**config.mk**
```make
export PLATFORM = sky130hd
export DESIGN_NAME = video_out_sd
export DESIGN_NICKNAME = d
export VERILOG_FILES = /design/src/rtl/video_out_sd.sv
export SDC_FILE = /design/constraint.sdc
export NUM_CORES = 1
export LEC_CHECK = 0
export CAP_MARGIN = 20
export CORE_ASPECT_RATIO = 1.4
export CORE_MARGIN = 10
export CORE_UTILIZATION = 53
export DETAILED_ROUTE_END_ITERATION = 16
export PLACE_DENSITY_LB_ADDON = 0.08
export SLEW_MARGIN = 0
export SYNTH_ARGS = -nofsm -noshare
export SYNTH_HDL_FRONTEND = slang
export SYNTH_SLANG_ARGS = --single-unit
```
**constraint.sdc**
```tcl
create_clock -name clk_color_mod -period 2.3 [get_ports clk_color_mod]
set_input_delay 0.46 -clock clk_color_mod [delete_from_list [all_inputs] [get_ports clk_color_mod]]
set_output_delay 0.46 -clock clk_color_mod [all_outputs]
set_load 0.01 [all_outputs]
```
**src/rtl/video_out_sd.sv**
```systemverilog
// Final video output stage: 2-stage RGB/sync pipe, sigma-delta TV DACs, vsync-latched mode mux.
// Optional VIDEO_OUT_CVBS_PWM_EN: composite on RGB uses the CVBS modulator bit instead of the sample.
module video_out_sd #(
    parameter int IN_W            = 5,
    parameter int VGA_W           = 4,
    parameter int SYNC_ACTIVE_LOW = 1
) (
    input  logic             clk_color_mod,
    input  logic             reset_n,
    input  logic [VGA_W-1:0] video_r,
    input  logic [VGA_W-1:0] video_g,
    input  logic [VGA_W-1:0] video_b,
    input  logic             vga_hs,
    input  logic             vga_vs,
    input  logic [IN_W-1:0]  tv_cvbs,
    input  logic [IN_W-1:0]  tv_luma,
    input  logic [IN_W-1:0]  tv_chroma,
    input  logic [1:0]       tv_mode,
    output logic             VGA_HS,
    output logic             VGA_VS,
    output logic [VGA_W-1:0] VGA_R,
    output logic [VGA_W-1:0] VGA_G,
    output logic [VGA_W-1:0] VGA_B,
    output logic             S_VIDEO_Y,
    output logic             S_VIDEO_C,
    output logic             CVBS,
    output logic [1:0]       mode_active
);

    localparam logic SYNC_IDLE = (SYNC_ACTIVE_LOW != 0);

    typedef enum logic [1:0] {
        MODE_VGA   = 2'b00,
        MODE_CVBS  = 2'b01,
        MODE_SVID  = 2'b10,
        MODE_BLANK = 2'b11
    } mode_e;

    logic [VGA_W-1:0] s1_r;
    logic [VGA_W-1:0] s1_g;
    logic [VGA_W-1:0] s1_b;
    logic             s1_hs;
    logic             s1_vs;
    logic             s1_vs_prev;
    logic [IN_W-1:0]  s1_cvbs;
    logic [IN_W-1:0]  s1_luma;
    logic [IN_W-1:0]  s1_chroma;
    logic [1:0]       s1_tv_mode;

    logic [IN_W:0]    acc_cvbs;
    logic [IN_W:0]    acc_luma;
    logic [IN_W:0]    acc_chroma;

    logic [1:0]       mode_q;
    logic [1:0]       mode_sel;
    logic             vs_start;
    logic [VGA_W-1:0] cvbs_tv;
    logic [VGA_W-1:0] rgb_r;
    logic [VGA_W-1:0] rgb_g;
    logic [VGA_W-1:0] rgb_b;

    // Stage 1: input capture
    always_ff @(posedge clk_color_mod or negedge reset_n) begin
        if (!reset_n) begin
            s1_r       <= '0;
            s1_g       <= '0;
            s1_b       <= '0;
            s1_hs      <= SYNC_IDLE;
            s1_vs      <= SYNC_IDLE;
            s1_vs_prev <= SYNC_IDLE;
            s1_cvbs    <= '0;
            s1_luma    <= '0;
            s1_chroma  <= '0;
            s1_tv_mode <= '0;
        end else begin
            s1_r       <= video_r;
            s1_g       <= video_g;
            s1_b       <= video_b;
            s1_hs      <= vga_hs;
            s1_vs      <= vga_vs;
            s1_vs_prev <= s1_vs;
            s1_cvbs    <= tv_cvbs;
            s1_luma    <= tv_luma;
            s1_chroma  <= tv_chroma;
            s1_tv_mode <= tv_mode;
        end
    end

    // First-order modulators: carry out of the low IN_W bits is the DAC bit
    always_ff @(posedge clk_color_mod or negedge reset_n) begin
        if (!reset_n) begin
            acc_cvbs   <= '0;
            acc_luma   <= '0;
            acc_chroma <= '0;
        end else begin
            acc_cvbs   <= {1'b0, acc_cvbs[IN_W-1:0]} + {1'b0, s1_cvbs};
            acc_luma   <= {1'b0, acc_luma[IN_W-1:0]} + {1'b0, s1_luma};
            acc_chroma <= {1'b0, acc_chroma[IN_W-1:0]} + {1'b0, s1_chroma};
        end
    end

    always_comb begin
        vs_start = 1'b0;
        if (SYNC_IDLE)
            vs_start = s1_vs_prev & ~s1_vs;
        else
            vs_start = ~s1_vs_prev & s1_vs;
    end

    // The pixel aligned with the vsync edge already uses the new mode
    assign mode_sel = vs_start ? s1_tv_mode : mode_q;

`ifdef VIDEO_OUT_CVBS_PWM_EN
    assign cvbs_tv = {VGA_W{acc_cvbs[IN_W]}};
`else
    assign cvbs_tv = s1_cvbs[IN_W-1 -: VGA_W];
`endif

    always_comb begin
        rgb_r = '0;
        rgb_g = '0;
        rgb_b = '0;
        unique case (mode_e'(mode_sel))
            MODE_VGA: begin
                rgb_r = s1_r;
                rgb_g = s1_g;
                rgb_b = s1_b;
            end
            MODE_CVBS: begin
                rgb_r = cvbs_tv;
                rgb_g = cvbs_tv;
                rgb_b = cvbs_tv;
            end
            MODE_SVID: begin
                rgb_r = {VGA_W{acc_luma[IN_W]}};
                rgb_g = {VGA_W{acc_chroma[IN_W]}};
            end
            MODE_BLANK: begin
                rgb_r = '0;
            end
            default: begin
                rgb_r = '0;
            end
        endcase
    end

    // Stage 2: pin registers
    always_ff @(posedge clk_color_mod or negedge reset_n) begin
        if (!reset_n) begin
            VGA_HS    <= SYNC_IDLE;
            VGA_VS    <= SYNC_IDLE;
            VGA_R     <= '0;
            VGA_G     <= '0;
            VGA_B     <= '0;
            S_VIDEO_Y <= 1'b0;
            S_VIDEO_C <= 1'b0;
            CVBS      <= 1'b0;
            mode_q    <= 2'b00;
        end else begin
            VGA_HS    <= s1_hs;
            VGA_VS    <= s1_vs;
            VGA_R     <= rgb_r;
            VGA_G     <= rgb_g;
            VGA_B     <= rgb_b;
            S_VIDEO_Y <= acc_luma[IN_W];
            S_VIDEO_C <= acc_chroma[IN_W];
            CVBS      <= acc_cvbs[IN_W];
            if (vs_start)
                mode_q <= s1_tv_mode;
        end
    end

    assign mode_active = mode_q;

endmodule

```
# Word-level counts from Yosys, hierarchy flattened
# Index checks and enable logic that the tools add are counted.
[classes] mul=0 n_div=0 eq_ne=3 reduce_logical=1 n_bitwise=2 order_cmp=0 add_sub_neg=3 n_shift=0 muxes=4
[op_table] op="$add A5 B5 Y6" count=3
[op_table] op="$pmux W4 S4" count=1
[op_table] op="$pmux W4 S3" count=1
[op_table] op="$pmux W4 S2" count=1
[op_table] op="$eq A2 B2 Y1 const B" count=2
[op_table] op="$eq A2 B1 Y1 const B" count=1
[op_table] op="$logic_not A2 Y1" count=1
[op_table] op="$mux W2" count=1
[op_table] op="$and A1 B1 Y1" count=1
[op_table] op="$not A1 Y1" count=1
[word_totals] romBits=0 n_memories=0 out_inout_bits=19 inputBits=33 latchBits=0 word_cells=34 regBits=68 mem_bits_rw=0

# Depth between registers and ports, before layout
[depth] ltp_word=5 mapped_depth=7 mapped_depth_nobuf=7

# Worst setup path before layout
# OpenSTA, ideal clock, no wires.
[synth_path] path_type="register to register" from="register, netlist name VGA_VS" to="register VGA_G[1]" t_required_ns=2.165 path_slack_ns=0.733 arrival_ns=1.432 setup_ns=0.135 synth_period_minus_slack_ns=1.567 path_buffers=1 path_stages_with_launch=6 path_cell_list="dfstp_2 nor2b_4 mux2_4 buf_2 a21oi_1 a21oi_1"
[synth_lines] item="end signal: assignment" line_no="163" source="VGA_G <= rgb_g;"
[synth_lines] item="end: declaration" line_no="22" source="output logic [VGA_W-1:0] VGA_G,"

# Final worst setup path
[layout_path] from="register VGA_VS" to="output port VGA_VS"
[layout_lines] item="start: declaration" line_no="20" source="output logic VGA_VS,"
[layout_lines] item="start signal: assignment" line_no="161" source="VGA_VS <= s1_vs;"
# No word-level cell between the ends.

==> results.yml <==
finish:
  fin_util: 0.716
  antenna_cells: 0
  area_delta_synth_final_pct: 31.8
  layout_common_cells: "dfrtp_1 (64), clkdlybuf4s50_1 (50), a21oi_1 (16), ha_1 (15), nand2_1 (14)"
  stdcell_count: 297
  layout-drive-gt1-share: 0.111
  fin_nets: 281
  final_common_cell: "dfrtp_1"
  nFillCells: 329
timing:
  fin_crit_ns: 1.85
  slew_headroom: 0.638
  hold_violations: 0
  rsz0062_at_grt: "false"
  worst_pin_slew_ns: 0.532
  setup_viol: 0
  skew_ns: 0.00581
  tns_ns: 0
  slew_violations: 0
  fmax_ghz: 0.539
  fin_crit_sh: 0.806
detailed_routing:
  wl_per_cell_um: 15.1
  drtIter0Drc: 88
  dr.pass1.iters: 4
  num_vias: 1482
  antenna_left: 0
  via_per_inst: 4.99
  drcViolationCount: 0
  wl_mm: 4.48
floorplan:
  core_sq_um: 4500
  die_area_sq_um: 7760
  start_util: 0.543
  rows: 29
  fp.dieH_um: 100
  die_w_um: 77.4
  ios: 52
clock_tree:
  cts_tree: "done"
  htreeDepth: 3
  clock_path_buffers: 2
  root_buffer: "clkbuf_8"
  post_cts_resized: 0
  numCtsBuffers: 9
  clock_latency_ns: 0.34
  cts.sinks: 68
  cts_hold_buffers: 1
  clk_pin_slew_worst_paths_ns: 0.07
  postCtsSetupBuffers: 0
setup_path:
  timing.rr.end: "VGA_G[1]"
  worstSetupPathType: "register to primary output"
  r2r-start: "VGA_VS"
  cp-end-kind: "primary output"
  start_kind: "register"
  cp_max_fo: 2
  cp_slowest_stage_delay_ns: 0.53
  path_buf_inv: 1
  critPathSlowestCell: "dfstp_2"
  cpLargestDelayFamily: "flip-flops"
  reg2reg_slack_ns: 0.46
  cp.required_ns: 1.84
  path_cells: "clkdlybuf4s50_1"
  crit_arrival_ns: 1.39
  r2r_cells: 5
global_routing:
  grt_pass1_wl_mm: 7.66
  grt_pass1_vias: 1651
  overflow: 0
  grt_max_degree: 68
  track_usage: 0.126
  antenna_found_initial: 0
hold_path:
  holdPathEnd: "VGA_HS"
  hp-start: "s1_hs"
  hp-class: "register to register"
  min_path_cells: 0
synth:
  postSynthCellCount: 168
  syn_nets: 219
  synthDistinctLibCells: 23
  ys_seq_area_frac: 0.699
  ys_seq_elements: 68
  synth_area_sq_um: 2440
  syn_avg_cell_area_sq_um: 14.5
  yosysWarnings: 0
placed_design:
  place_inst: 280
  hpwl_mm: 3.27
  gp_congestion: 0.825
  numPortBuffers: 51
run:
  cap_violations: 0
power:
  power_density_nw_per_um2: 1070
  ir_worst_vdd_mv: 0.624
  total_leakage_power_uw: 0.00147
status:
  status: "completed"
## cell families (layout without fill, tap and decap cells)
family / Yosys count / in the layout / share of synthesized area
flip-flops: 68 / 68 / 0.699
AO/OA/AOI/OAI: 38 / 38 / 0.0922
AND/OR/NAND/NOR: 26 / 26 / 0.0482
adder cells (fa/ha/maj): 18 / 18 / 0.101
buffers and inverters: 8 / 75 / 0.0143
XOR/XNOR: 6 / 6 / 0.0215
multiplexers: 4 / 4 / 0.0236
## final cells by class
cell class	instances	area, sq um	share of cell area
clock buffers	10	138	0.0428
clock inverters	6	38.8	0.0120
inverters	6	22.5	0.00700
multi-input cells	92	701	0.218
flip-flops and latches	68	1710	0.530
well taps	62	77.6	0.0241
repair buffers	53	536	0.166
## metal layers
layer | GRT usage | share of wire
met1 | 0.128 | 0.39
met5 | 0 | 0
met4 | 0.0648 | 0.023
met2 | 0.214 | 0.52
met3 | 0.0564 | 0.066
## synthesized netlist by cell type
cell type / count / area share
dfrtp_1: 64 / 0.66
a21oi_1: 16 / 0.033
ha_1: 15 / 0.077
nand2_1: 14 / 0.022
o21ai_0: 8 / 0.016
a211oi_1: 6 / 0.018
a21o_1: 6 / 0.018
nor2_1: 6 / 0.0092
inv_1: 5 / 0.0077
dfstp_2: 4 / 0.043
xnor2_1: 4 / 0.014
fa_1: 3 / 0.025
nand2b_1: 3 / 0.0077
a21boi_0: 2 / 0.0061
mux2i_1: 2 / 0.0082
nand3_1: 2 / 0.0041
xor2_1: 2 / 0.0072
buf_2: 1 / 0.0020
buf_4: 1 / 0.0031
inv_2: 1 / 0.0015
mux2_4: 1 / 0.0061
mux2i_4: 1 / 0.0092
nor2b_4: 1 / 0.0056
## report_power, final
| part | switching [uW] | internal, uW |
|---|---|---|
| Clock | 430 | 417 |
| Sequential | 114 | 1480 |
| Combinational | 474 | 520 |
## per-stage QoR
step | hold WS (ns) | area [sq um] | power [uW] | worst slack [ns]
after detailed placement | 0.260 | 3030 | 2620 | 0.464
after global routing | 0.366 | 3220 | 3680 | 0.305
after global placement | 0.258 | 3030 | 2550 | 0.523
after CTS | 0.365 | 3220 | 3480 | 0.427
final | 0.364 | 3220 | 3430 | 0.446
after floorplan | 0.164 | 2440 | 2210 | 0.733
## state kept, by name (all words and copies together) (netlist names), 5 cells and up
register / count
s1_luma: 5
acc_luma: 6
acc_chroma: 6
acc_cvbs: 6
s1_cvbs: 5
s1_chroma: 5
## how the worst max path moves through the flow
stage | start | to | slack [ns] | cells past startpoint
2_1_floorplan | VGA_VS | VGA_G[1] | 0.73 | 5
3_3_place_gp | VGA_VS | VGA_R[2] | 0.52 | 5
3_5_place_dp | VGA_VS | VGA_G[1] | 0.46 | 5
4_1_cts | VGA_VS | VGA_VS | 0.43 | 1
5_1_grt | VGA_VS | VGA_R[2] | 0.30 | 5
6_report | VGA_VS | VGA_VS | 0.45 | 1
No activity file was read; power rests on OpenSTA's default activity.
